**src/rtl/ms_pkg.sv**
```systemverilog
// ms_pkg: constants and helpers shared by the MS token interface blocks.
//   - DEFAULT_FLUX / DEFAULT_DATA_WIDTH : default lane count and payload width
//   - clog2_min1()                       : tag width for a given lane count, minimum 1
//   - tag_lsb() / tag_msb() / payload_msb(): field positions inside a token.
//     The tag lives in the MSBs and the payload in the LSBs, matching the MS producers.
package ms_pkg;

    localparam int DEFAULT_FLUX       = 2;
    localparam int DEFAULT_DATA_WIDTH = 8;

    // Ceiling log2 that never returns 0, so a tag field always exists.
    function automatic int clog2_min1(input int n);
        int r;
        r = 0;
        for (int i = 0; i < 32; i++) begin
            if ((1 << r) < n) r = r + 1;
        end
        return (r < 1) ? 1 : r;
    endfunction

    function automatic int tag_lsb(input int data_width);
        return data_width;
    endfunction

    function automatic int tag_msb(input int data_width, input int tag_width);
        return data_width + tag_width - 1;
    endfunction

    function automatic int payload_msb(input int data_width);
        return data_width - 1;
    endfunction

endpackage

```
**src/rtl/ms_lane_fifo.sv**
```systemverilog
// ms_lane_fifo: one lane of the tag demux. A small circular FIFO with a registered
// push-style output port.
//   clk, rst (async, active-low)
//   push, push_data : store push_data this edge (ignored when full)
//   down_full       : downstream cannot take a token; the head is held
//   full            : count == DEPTH, taken from the registered count only
//   out_write       : registered; 1 for one cycle per emitted token
//   out_data        : registered head entry; holds its value when out_write=0
//
// Port protocol (write/full, push style): the producer raises write for one cycle
// per token; a token offered while full=1 is not stored. full is derived only from
// registered state, so a pop in the same cycle never makes room for a push.
module ms_lane_fifo #(
    parameter int DATA_WIDTH = 8,
    parameter int DEPTH      = 4
) (
    input  logic                  clk,
    input  logic                  rst,
    input  logic                  push,
    input  logic [DATA_WIDTH-1:0] push_data,
    input  logic                  down_full,
    output logic                  full,
    output logic                  out_write,
    output logic [DATA_WIDTH-1:0] out_data
);

    localparam int PW = $clog2(DEPTH);
    localparam int CW = $clog2(DEPTH + 1);
    localparam logic [CW-1:0] DEPTH_C = CW'(DEPTH);

    logic [DATA_WIDTH-1:0] mem [DEPTH];
    logic [PW-1:0]         wr_ptr;
    logic [PW-1:0]         rd_ptr;
    logic [CW-1:0]         count;
    logic                  push_ok;
    logic                  pop;

    assign full    = (count == DEPTH_C);
    assign push_ok = push && !full;
    assign pop     = (count != '0) && !down_full;

    // Storage has no reset; the pointers and count define which entries are live.
    always_ff @(posedge clk) begin
        if (push_ok) mem[wr_ptr] <= push_data;
    end

    always_ff @(posedge clk or negedge rst) begin
        if (!rst) begin
            wr_ptr    <= '0;
            rd_ptr    <= '0;
            count     <= '0;
            out_write <= 1'b0;
            out_data  <= '0;
        end else begin
            out_write <= pop;
            if (pop) begin
                out_data <= mem[rd_ptr];
                rd_ptr   <= rd_ptr + 1'b1;   // DEPTH is a power of two: wraps naturally
            end
            if (push_ok) wr_ptr <= wr_ptr + 1'b1;
            case ({push_ok, pop})
                2'b10:   count <= count + 1'b1;
                2'b01:   count <= count - 1'b1;
                default: count <= count;
            endcase
        end
    end

endmodule

```
**src/rtl/ms_tag_demux.sv**
```systemverilog
// ms_tag_demux: steers a tagged MS token stream into FLUX independent lane FIFOs.
//   clk, rst (async, active-low)
//   in_port_write/in_port_datain : tagged input token (tag in MSBs)
//   in_port_full                 : per-lane full flags returned upstream
//   out_port_write/dataout/full  : FLUX push-style output ports, tag stripped
//   err_overflow                 : sticky, a token was offered to a full lane
//   err_bad_tag                  : sticky, a token carried a tag >= FLUX
module ms_tag_demux
    import ms_pkg::*;
#(
    parameter int FLUX       = DEFAULT_FLUX,
    parameter int DATA_WIDTH = DEFAULT_DATA_WIDTH,
    parameter int TAG_WIDTH  = clog2_min1(FLUX),
    parameter int WIDTH      = DATA_WIDTH + TAG_WIDTH,
    parameter int DEPTH      = 4
) (
    input  logic                       clk,
    input  logic                       rst,
    input  logic                       in_port_write,
    input  logic [WIDTH-1:0]           in_port_datain,
    output logic [FLUX-1:0]            in_port_full,
    output logic [FLUX-1:0]            out_port_write,
    output logic [FLUX*DATA_WIDTH-1:0] out_port_dataout,
    input  logic [FLUX-1:0]            out_port_full,
    output logic                       err_overflow,
    output logic                       err_bad_tag
);

    localparam int TAG_LO = tag_lsb(DATA_WIDTH);
    localparam int TAG_HI = tag_msb(DATA_WIDTH, TAG_WIDTH);
    localparam int PAY_HI = payload_msb(DATA_WIDTH);

    logic [TAG_WIDTH-1:0]  tag;
    logic [DATA_WIDTH-1:0] payload;
    logic                  tag_ok;
    logic [FLUX-1:0]       lane_hit;
    logic [FLUX-1:0]       lane_full;

    assign tag     = in_port_datain[TAG_HI:TAG_LO];
    assign payload = in_port_datain[PAY_HI:0];

    // Every tag value is a real lane when FLUX fills the tag space exactly.
    generate
        if ((1 << TAG_WIDTH) == FLUX) begin : g_tag_dense
            assign tag_ok = 1'b1;
        end else begin : g_tag_sparse
            localparam logic [TAG_WIDTH:0] FLUX_C = (TAG_WIDTH + 1)'(FLUX);
            assign tag_ok = ({1'b0, tag} < FLUX_C);
        end
    endgenerate

    for (genvar i = 0; i < FLUX; i++) begin : g_lane
        localparam logic [TAG_WIDTH-1:0] LANE = TAG_WIDTH'(i);

        assign lane_hit[i] = in_port_write && tag_ok && (tag == LANE);

        ms_lane_fifo #(
            .DATA_WIDTH (DATA_WIDTH),
            .DEPTH      (DEPTH)
        ) u_lane (
            .clk       (clk),
            .rst       (rst),
            .push      (lane_hit[i]),
            .push_data (payload),
            .down_full (out_port_full[i]),
            .full      (lane_full[i]),
            .out_write (out_port_write[i]),
            .out_data  (out_port_dataout[i*DATA_WIDTH +: DATA_WIDTH])
        );
    end

    assign in_port_full = lane_full;

    always_ff @(posedge clk or negedge rst) begin
        if (!rst) begin
            err_overflow <= 1'b0;
            err_bad_tag  <= 1'b0;
        end else begin
            if (|(lane_hit & lane_full))   err_overflow <= 1'b1;
            if (in_port_write && !tag_ok)  err_bad_tag  <= 1'b1;
        end
    end

endmodule

```
**config.mk**
```make
export PLATFORM = sky130hd
export DESIGN_NAME = ms_tag_demux
export DESIGN_NICKNAME = d
export VERILOG_FILES = /design/src/rtl/ms_pkg.sv /design/src/rtl/ms_lane_fifo.sv /design/src/rtl/ms_tag_demux.sv
export SDC_FILE = /design/constraint.sdc
export NUM_CORES = 1
export LEC_CHECK = 0
export CORE_ASPECT_RATIO = 1.75
export CORE_UTILIZATION = 40
export CTS_BUF_LIST = sky130_fd_sc_hd__clkbuf_8 sky130_fd_sc_hd__clkbuf_16
export DETAILED_ROUTE_END_ITERATION = 8
export PLACE_DENSITY = 0.65
export SYNTH_ARGS = -nofsm -noshare
export SYNTH_HDL_FRONTEND = slang
export SYNTH_SLANG_ARGS = --single-unit
```
**constraint.sdc**
```tcl
create_clock -name clk -period 3.4 [get_ports clk]
set_input_delay 0.68 -clock clk [delete_from_list [all_inputs] [get_ports clk]]
set_output_delay 0.68 -clock clk [all_outputs]
set_load 0.05 [all_outputs]
```
==> impl_metrics.ini, run 1 <==
[status]
status = completed

[detailed_routing]
dr.pass1.iters = 4
wl_mm = 6.14
routedWlPerCell_um = 16.8
vias = 1775
drcViolationCount = 0
drtIter0Drc = 96
antenna_left = 0
drt-vias-per-instance = 4.85

[critical_path]
cp_num_buf_inv = 2
startpoint_type = flip-flop
crit_type = flip-flop to output pin
max_stage_delay_ns = 0.79
end_kind = output pin
arrival_ns = 2.09
crit_family = buffers and inverters
cpMaxStageDelayCell = clkdlybuf4s50_1
path_max_fanout = 4
crit_path_cell_trace = or3b_1, inv_1, clkdlybuf4s50_1
worstPathRequired_ns = 2.72

[timing]
max_freq_mhz = 361
tns_ns = 0
setup_viol = 0
hold_viol = 0
relSlewSlack = 0.444
tightest_slew_ns = 0.835
finalCriticalPeriod_ns = 2.77
rsz0062_at_grt = no
fin_crit_sh = 0.814
drv_slew = 0
fin_worst_skew_ns = 0.00506

[global_routing]
antenna_found_initial = 0
grt_max_degree = 34
grt_use_total = 0.139
grt_first_pass_wirelength_mm = 10.1
grt_pass1_vias = 1907
grt_overflow = 0

[layout]
synthToLayoutAreaGrowth_pct = 19.4
design_area_um2 = 4630
multi_input_area_um2 = 1020
seqCellArea_um2 = 2750
layout.nets = 265
fillCellCount = 807
antenna_cells = 0
drive_gt1_frac = 0.242

[floorplanning]
die-area_um2 = 10100
ios = 36
die_h_um = 132
core_um2 = 9410
start_util = 0.412
rows = 47
die-width_um = 76.4

[synthesis]
yosysSeqAreaShare = 0.709
synth_area_per_cell_um2 = 19.2
synthFlopType = edfxtp_1
syn_area_um2 = 3870
synthCells = 202
postSynth.asyncResetShare = 0.340
ys_types = 28
postSynthRegisterBits = 97
syn-num-nets = 228
ys_warn_count = 0
synth_edf_count = 64

[power]
max-vdd-ir-drop_uv = 432
power.leakage_nw = 1.71
p_per_area_nw_per_um2 = 927

[clock_tree]
cts_root_buf = clkbuf_16
clkTransAtPathRegs_ns = 0.06
cts_tree = done
holdBufCountCts = 0
clockBufferDepth = 2
cts_resized = 0
clock_latency_ns = 0.33
cts_buffers = 9
post_cts_buffers = 0
clock-sinks = 97
htree_levels = 3

[placed_design]
portBuffers = 34
hpwl_mm = 4.12
placed_area_um2 = 4310
gp_congestion = 0.748

[job]
max-cap-violations = 0

[worst_hold_path]
hp-class = primary input to asynchronous set/reset pin
==> cell usage after synthesis (all sizes together), types with 2 or more instances <==
cell	number	area share
mux2	19	0.056
buf	10	0.017
edfxtp	64	0.50
inv	11	0.011
xor2	7	0.016
nor2	4	0.0052
fa	2	0.010
xnor2	5	0.011
and2	8	0.014
mux4	16	0.093
dfrtp	33	0.21
nor3	2	0.0026
nor3b	4	0.0090
ha	10	0.032
==> per-stage QoR <==
stage | setup WS, ns | util | total power [mW] | instances | hold WS (ns)
2_1_floorplan | 1.27 | - | 2.87 | 202 | 0.384
3_3_place_gp | 0.749 | 0.458 | 3.25 | 350 | 0.454
3_5_place_dp | 0.714 | 0.458 | 3.29 | 350 | 0.449
4_1_cts | 0.605 | 0.492 | 4.34 | 366 | 0.467
5_1_grt | 0.545 | 0.492 | 4.50 | 366 | 0.490
6_report | 0.632 | 0.492 | 4.29 | 366 | 0.447
==> per-layer routing <==
layer,global-route usage,up-vias,routed length (um)
li1,-,821,-
met1,0.160,899,2510
met2,0.239,44,3230
met3,0.0318,11,263
met4,0.0705,0,136
met5,0,-,0
==> logic make-up after synthesis <==
kind of cell / Yosys count / synth area share
buffers and inverters: 21 / 0.0278
AND/OR/NAND/NOR: 21 / 0.0375
XOR/XNOR: 12 / 0.0271
AO/OA/AOI/OAI: 2 / 0.00323
adder cells (fa/ha/maj): 12 / 0.0426
flip-flops: 97 / 0.709
other: 1 / 0.000968
multiplexers: 36 / 0.152
==> power by group <==
group | leakage (nW) | switching (mW) | internal, mW
Clock | 0.162 | 0.393 | 0.655
Combinational | 0.580 | 0.771 | 0.668
Sequential | 0.965 | 0.250 | 1.55
Total | 1.71 | 1.41 | 2.87
==> final timing paths <==
check                                     startpoint                           end  slack [ns]  depth (start not counted)
setup / recovery           g_lane[1].u_lane.count[0]               in_port_full[1]        0.63                          3
hold / removal                                   rst  g_lane[0].u_lane.out_data[0]        0.45                          1
setup reg to reg           g_lane[1].u_lane.count[0]     g_lane[1].u_lane.count[1]        1.14                          6
hold reg to reg                         err_overflow                  err_overflow        0.46                          1
max in group asynchronous                        rst     g_lane[1].u_lane.count[2]        2.42                          1
min in group clk                        err_overflow                  err_overflow        0.46                          1
==> layout by cell type, fill, tap and decap left out, types with 2 or more instances in the layout <==
cell / synthesis / layout
inv_1: 11 / 13
nor3b_1: 3 / 3
nor2_2: 2 / 2
and2_2: 4 / 4
dfrtp_1: 33 / 33
xnor2_1: 5 / 5
fa_1: 2 / 2
nor3_1: 2 / 2
nor2_1: 2 / 2
clkbuf_16: 0 / 9
buf_4: 5 / 2
mux4_2: 16 / 16
ha_1: 10 / 10
bufinv_16: 0 / 2
xor2_1: 7 / 7
edfxtp_1: 64 / 64
and2_1: 4 / 4
mux2_2: 18 / 18
clkdlybuf4s50_1: 0 / 33
==> area by class of cell <==
type,count,area share
clock buffer,10,0.0516
clock inverter,6,0.0165
inverter,11,0.00892
multi-input combinational,84,0.220
sequential,97,0.594
tap,122,0.0330
timing repair buffer,36,0.0757
==> state kept, by name, indices dropped and copies added (netlist names) <==
signal and count:
err_overflow 1, g_lane.u_lane.count 6, g_lane.u_lane.mem 64, g_lane.u_lane.out_data 16, g_lane.u_lane.out_write 2, g_lane.u_lane.rd_ptr 4, g_lane.u_lane.wr_ptr 4
(Power assumes the default switching activity.)
==> run 2: changes to the inputs <==
- PLACE_DENSITY: 0.65 -> 0.67
- clock period: 3.4 -> 2.29 ns (I/O delays scaled with it)
==> impl_metrics.ini, run 2 (synthesis results as in run 1) <==
[clock_tree]
post_cts_buffers = 0
htree_levels = 3
clockBufferDepth = 2
cts_buffers = 9
cts_resized = 0
cts_root_buf = clkbuf_16
holdBufCountCts = 0
cts_tree = done
clock_latency_ns = 0.33
clock-sinks = 97
clkTransAtPathRegs_ns = 0.06

[timing]
setup_viol = 0
setup_ws_ns = 0.157
rsz0062_at_grt = no
hold_viol = 0
tns_ns = 0
drv_slew = 0
relSlewSlack = 0.471
fin_worst_skew_ns = 0.00599
finalCriticalPeriod_ns = 2.13
tightest_slew_ns = 0.793
fin_crit_sh = 0.931
hold_ws_ns = 0.204
max_freq_mhz = 469

[critical_path]
r2r-end = g_lane[1].u_lane.count[1]
r2r_slack_ns = 0.16
crit_family = simple AND/OR/NAND/NOR gates
ff2ff_path_depth = 6
crit_path_cell_trace = or3b_1, and3_1, inv_1, ha_1, fa_1, mux2_2
end_kind = flip-flop
cpMaxStageDelayCell = or3b_1
cp_num_buf_inv = 1
worstPathRequired_ns = 2.51
startpoint_type = flip-flop
crit_type = flip-flop to flip-flop
arrival_ns = 2.35
max_stage_delay_ns = 0.45
r2r-start = g_lane[1].u_lane.count[0]
path_max_fanout = 4

[layout]
final_core_util = 0.495
synthToLayoutAreaGrowth_pct = 20.1
top_regs = g_lane.u_lane.mem: 64 flops, g_lane.u_lane.out_data: 16 flops, g_lane.u_lane.count: 6 flops
design_area_um2 = 4650
top_register = g_lane.u_lane.mem
antenna_cells = 0
drive_gt1_frac = 0.278
instances_no_fill = 374
largest_reg_flops = 64
layout_common_cells = edfxtp_1, dfrtp_1, clkdlybuf4s50_1
layout_commonest_cell = edfxtp_1
layout.nets = 273

[floorplanning]
core_um2 = 9410
rows = 47
die-width_um = 76.4
die_h_um = 132
start_util = 0.412
ios = 36
die-area_um2 = 10100

[detailed_routing]
routedWlPerCell_um = 16.7
vias = 1793
antenna_left = 0
drt-vias-per-instance = 4.79
drtIter0Drc = 101
drcViolationCount = 0
wl_mm = 6.23
dr.pass1.iters = 4

[global_routing]
grt_use_total = 0.143
antenna_found_initial = 0
grt_max_degree = 34
grt_pass1_vias = 2004
grt_first_pass_wirelength_mm = 10.5
grt_overflow = 0

[power]
p_per_area_nw_per_um2 = 1340
power.leakage_nw = 1.74
p_total_mw = 6.24
max-vdd-ir-drop_uv = 579

[placed_design]
portBuffers = 34
gp_congestion = 0.702
placed_area_um2 = 4380
hpwl_mm = 4.29
dp_slack_ns = -0.0432
placed_cells = 358

[worst_hold_path]
hp-class = primary input to asynchronous set/reset pin

[job]
max-cap-violations = 0

[status]
status = completed
==> run 2: area by class of cell <==
class	count	area, um2
Fill cell	817	4750
Sequential cell	97	2750
Multi-Input combinational cell	84	1020
Timing Repair Buffer	44	418
Clock buffer	11	253
Tap cell	122	153
Inverter	11	41.3
Clock inverter	5	22.5
==> run 2: worst reg2reg max path: cells and delay by family, from the launching register on <==
family,cells,cell delay [ns]
adder cells (fa/ha/maj),2,0.60
buffers and inverters,1,0.05
flip-flops,1,0.43
multiplexers,1,0.26
AND/OR/NAND/NOR,2,0.67
==> run 2: how the worst max path moves through the flow <==
stage / start / endpoint / slack, ns / depth (start not counted)
finish: g_lane[1].u_lane.count[0] / g_lane[1].u_lane.count[1] / 0.16 / 6
global route: g_lane[1].u_lane.count[0] / g_lane[1].u_lane.count[1] / 0.07 / 6
CTS: g_lane[1].u_lane.count[0] / g_lane[1].u_lane.count[1] / 0.14 / 6
detailed placement: in_port_datain[8] / g_lane[1].u_lane.count[2] / -0.04 / 8
global placement: in_port_datain[8] / g_lane[1].u_lane.count[2] / 0.03 / 8
floorplan: g_lane[1].u_lane.count[0] / g_lane[1].u_lane.count[1] / 0.17 / 7
==> run 2: power breakdown <==
group	internal, mW	switching (mW)	total [mW]
Combinational	1.05	1.19	2.24
Clock	0.781	0.570	1.35
Sequential	2.30	0.343	2.65
Total	4.13	2.10	6.24
==> run 2: routing by layer <==
metal  GRT usage  wire length, um
met1       0.157             2380
met2       0.258             3530
met3      0.0304              167
met4      0.0737              148
met5           0                0
==> patch 1: new RTL, settings of run 1 <==
Make the reset (`rst`) synchronous in 2 clocked blocks. Comments in the files are not updated.
--- a/src/rtl/ms_lane_fifo.sv
+++ b/src/rtl/ms_lane_fifo.sv
@@ -46,3 +46,3 @@
 
-    always_ff @(posedge clk or negedge rst) begin
+    always_ff @(posedge clk) begin
         if (!rst) begin
--- a/src/rtl/ms_tag_demux.sv
+++ b/src/rtl/ms_tag_demux.sv
@@ -73,3 +73,3 @@
 
-    always_ff @(posedge clk or negedge rst) begin
+    always_ff @(posedge clk) begin
         if (!rst) begin
Behaviour: differs if rst is asserted again (counterexample within 4 cycles, from zero or initial values and one cycle with rst low); with rst held inactive, the same outputs for 4 cycles.
==> patch 1 against run 1 <==
  * Critical endpoint is now in_port_full[0]
  * Register-to-register slack worse by 0.21 ns
  * Highest routed layer unchanged
  * Worst setup slack got worse by 0.015 ns
  * Combinational power shrank 41%
  * Global-route usage is 0.78 points higher
  * Wire length increased by 13%
  * Area after synthesis grew 1.1%
  * Power decreased by 20%
  * Sequential cell count is the same
  * Design area up 0.65%
==> patch 1: results (changes against run 1) <==
stage	metric	value	unit	change
status	status	finished, final reports clean		
grt	grt_pass1_wl	11000	um	+8.6%
clocking	cts_buffer_depth	2		unchanged
yosys	synthTopCellsByArea	edfxtp_1, dfxtp_1, mux4_1		
power_and_ir_drop	p_leak	1.58	nW	-7.5%
placed_design	place_area	0.00434	mm2	+0.64%
grt	grt_max_degree	20		-41%
clocking	post_cts_buffers	0		unchanged
worst_setup_path	crit_slowest_cell	clkdlybuf4s50_1		
timing	clock_skew	0.00678	ns	+0.00172 ns
yosys	async_flop_share	0	%	-34 points
worst_setup_path	r2r-end	g_lane[1].u_lane.count[2]		
timing	max-slew-margin-rel	56.7	%	+12 points
worst_setup_path	reg2reg_from	g_lane[1].u_lane.count[0]		
grt	grtUsageTotal	14.7	%	+0.78 points
yosys	synth_common_cells	edfxtp_1, dfxtp_1, nand2_1		
placed_design	dpl.hpwl	4840	um	+17%
cells_and_area	areaGrowthSynthToFinish	18.9	%	
power_and_ir_drop	ir_drop	0.511	mV	+18%
yosys	ys_types	39		+39%
cells_and_area	drive_gt1_share	10.0	%	-14 points
detailed_routing	routed_wl	6970	um	+13%
worst_setup_path	reg2reg_depth	7		+1
cells_and_area	n_fill_cell	820		+1.6%
placed_design	numPlacedInstances	395		+13%
grt	grt_pass1_vias	2197		+15%
yosys	avgSynthCellArea	15.7	um2	-18%
detailed_routing	drtIter0Drc	86		-10%
worst_hold_path	worstHoldEndpoint	err_overflow		
placed_design	gp_congestion	0.705		-5.8%
worst_setup_path	worst_path_dominant_cell_family	buffers and inverters		
yosys	yosysSeqAreaShare	65.9	%	-5.0 points
worst_setup_path	cp_max_fo	7		+3
detailed_routing	drt_pass1_iterations	4		unchanged
detailed_routing	drt-vias-per-instance	5.08		+4.8%
placed_design	port_buffers	34		unchanged
cells_and_area	finalNetCount	310		+17%
yosys	synth_nets	276		+21%
worst_setup_path	crit_path_start	g_lane[0].u_lane.count[2]		
worst_hold_path	hold_class	reg -> reg		
worst_setup_path	r2r_slack	0.93	ns	-0.21 ns
detailed_routing	drt-wirelength-per-cell	16.9	um	+1.0%
[patch 1: cell types whose count changed after synthesis, moves of 10 or more]
cell | before | now
a21oi_1 | 0 | 10
dfrtp_1 | 33 | 0
mux4_2 | 16 | 0
mux4_1 | 0 | 16
nand2_1 | 0 | 19
dfxtp_1 | 0 | 33
mux2_2 | 18 | 0
o2bb2ai_1 | 0 | 16
[patch 1: area by class of cell]
| class | count | area share (%) |
|---|---|---|
| Clock buffer | 9 | 4.84 |
| Clock inverter | 7 | 1.99 |
| Inverter | 13 | 1.16 |
| Multi-Input combinational cell | 127 | 25.7 |
| Sequential cell | 97 | 55.5 |
| Tap cell | 122 | 3.28 |
| Timing Repair Buffer | 36 | 7.63 |
[patch 1: per-layer routing]
metal	global-route usage [%]	vias to the layer above	wire length, um
met5	0	-	0
met3	3.24	13	183
met2	26.6	32	3850
li1	-	1018	-
met4	7.37	0	180
met1	15.7	1026	2760
[patch 1: worst register-to-register path, stage by stage, from the launching register on]
cell and delay, ns:
dfxtp_1 0.37, nor3_1 0.56, nor2_2 0.22, ha_1 0.30
fa_1 0.39, xnor2_1 0.14, or3_1 0.30, a21oi_1 0.13
[patch 1: report_power, final]
part | switching [mW] | total (mW) | internal (mW)
sequential | 0.125 | 1.51 | 1.38
clock | 0.425 | 1.07 | 0.644
combinational | 0.501 | 0.847 | 0.346
total | 1.05 | 3.42 | 2.37
[patch 1: cells by family after synthesis]
kind of cell,share of synthesized area (%)
compound gates,6.64
xor+xnor,0.895
fa+ha+maj,4.22
buf+inv,3.55
flops,65.9
mux,11.2
other cells,0.0958
simple gates,7.41
[patch 1: how the worst max path moves through the flow]
stage,end,slack (ns),depth (start not counted)
floorplan,g_lane[1].u_lane.count[2],1.20,7
finish,in_port_full[0],0.62,3
global placement,g_lane[1].u_lane.count[2],0.54,9
detailed placement,g_lane[1].u_lane.count[2],0.49,9
CTS,in_port_full[0],0.60,3
global route,in_port_full[0],0.53,3
[patch 1: per-stage QoR]
stage                     setup slack (ns)  power [mW]  hold WS [ns]
after floorplan                       1.20        2.15         0.466
after global placement               0.539        2.37         0.437
after detailed placement             0.492        2.39         0.446
after CTS                            0.602        3.45         0.454
after global routing                 0.531        3.57         0.477
final                                0.617        3.42         0.450
==> patch 2: new RTL, flow settings as in run 1 <==
Without the edit above. Set the package constant `DEFAULT_FLUX` to 1 (it was 2).
--- a/src/rtl/ms_pkg.sv
+++ b/src/rtl/ms_pkg.sv
@@ -7,3 +7,3 @@
 
-    localparam int DEFAULT_FLUX       = 2;
+    localparam int DEFAULT_FLUX       = 1;
     localparam int DEFAULT_DATA_WIDTH = 8;
Interface: changed (resized in_port_full, out_port_dataout, out_port_full and out_port_write); port bits go from 36 to 25. No check against the original RTL was run, so the function may have changed too.
==> patch 2 against run 1 <==
  * Clock skew grew 0.0017 ns
  * Worst setup slack gained 0.088 ns
  * Design area shrank 48%
  * Sequential cell count shrank 47
  * Power shrank 52%
  * Maximum frequency grew 3.3%
  * Synthesized cell count shrank 51%
  * Global-route usage shrank 0.79 points
  * Area after synthesis shrank 48%
  * Non-clock buffer count shrank 11
  * Wire length shrank 50%
  * Critical endpoint is now in_port_full
  * Largest power group unchanged
==> patch 2: results (changes against run 1) <==
stage	metric	value	unit	change
grt	grtUsageTotal	13.1	%	-0.79 points
clocking	cts.clk_slew.worst_paths	0.08	ns	+0.02 ns
grt	grt_max_degree	19		-44%
clocking	htree_levels	2		-1
worst_setup_path	reg2reg_depth	8		+2
yosys	yosysSeqAreaShare	70.4	%	-0.50 points
grt	grt_pass1_wl	4930	um	-51%
placed_design	place_area	0.00230	mm2	-47%
yosys	synth-compound-area-share	0.811	%	+0.49 points
yosys	synthMuxAreaShare	16.1	%	+0.93 points
worst_setup_path	crit_path_start	g_lane[0].u_lane.count[0]		
yosys	synthXorXnorAreaFrac	2.62	%	-0.091 points
clocking	cts_root_buf	clkbuf_8		
status	status	finished, final reports clean		
detailed_routing	met1_length	1090	um	-56%
detailed_routing	met3_length	123	um	-53%
yosys	async_flop_share	36.0	%	+2.0 points
grt	grt_pass1_vias	991		-48%
yosys	synth_common_cells	edfxtp_1, dfrtp_1, mux2_4, mux4_2, ha_1		
power_and_ir_drop	p_seq_share	44.9	%	+2.9 points
clocking	numCtsBuffers	5		-4
placed_design	place_ws	0.685	ns	-0.0294 ns
placed_design	gp_congestion	0.641		-14%
cells_and_area	stdcell_count	181		-51%
yosys	synth_fa_ha_area_share	4.12	%	-0.14 points
placed_design	numPlacedInstances	173		-51%
yosys	ys_types	21		-25%
worst_setup_path	worstPathArrival	2.00	ns	-0.09 ns
timing	hold_slack	0.460	ns	+0.0126 ns
power_and_ir_drop	powerDensity	862	mW/mm2	-7.0%
cells_and_area	reg_top3	g_lane.u_lane.mem x32, g_lane.u_lane.out_data x8, g_lane.u_lane.count x3		
detailed_routing	drtIter0Drc	29		-70%
==> patch 2: worst min path at each step <==
stage	to	from	cells after the start
6_report	err_bad_tag	err_bad_tag	1
5_1_grt	err_bad_tag	err_bad_tag	1
4_1_cts	err_bad_tag	err_bad_tag	1
3_5_place_dp	err_bad_tag	err_bad_tag	1
3_3_place_gp	err_bad_tag	err_bad_tag	1
2_1_floorplan	err_bad_tag	rst	0
==> patch 2: layer usage <==
metal | track usage (%) | up-vias
met4 | 6.25 | 0
met2 | 24.8 | 20
met5 | 0 | -
met3 | 2.99 | 6
li1 | - | 425
met1 | 13.4 | 482
==> patch 2: layout make-up <==
cell class | instances | area share [%]
Clock inverter | 2 | 0.522
Clock buffer | 6 | 3.44
Sequential cell | 50 | 58.9
Multi-Input combinational cell | 42 | 23.5
Inverter | 4 | 0.626
Tap cell | 52 | 2.71
Timing Repair Buffer | 25 | 10.3
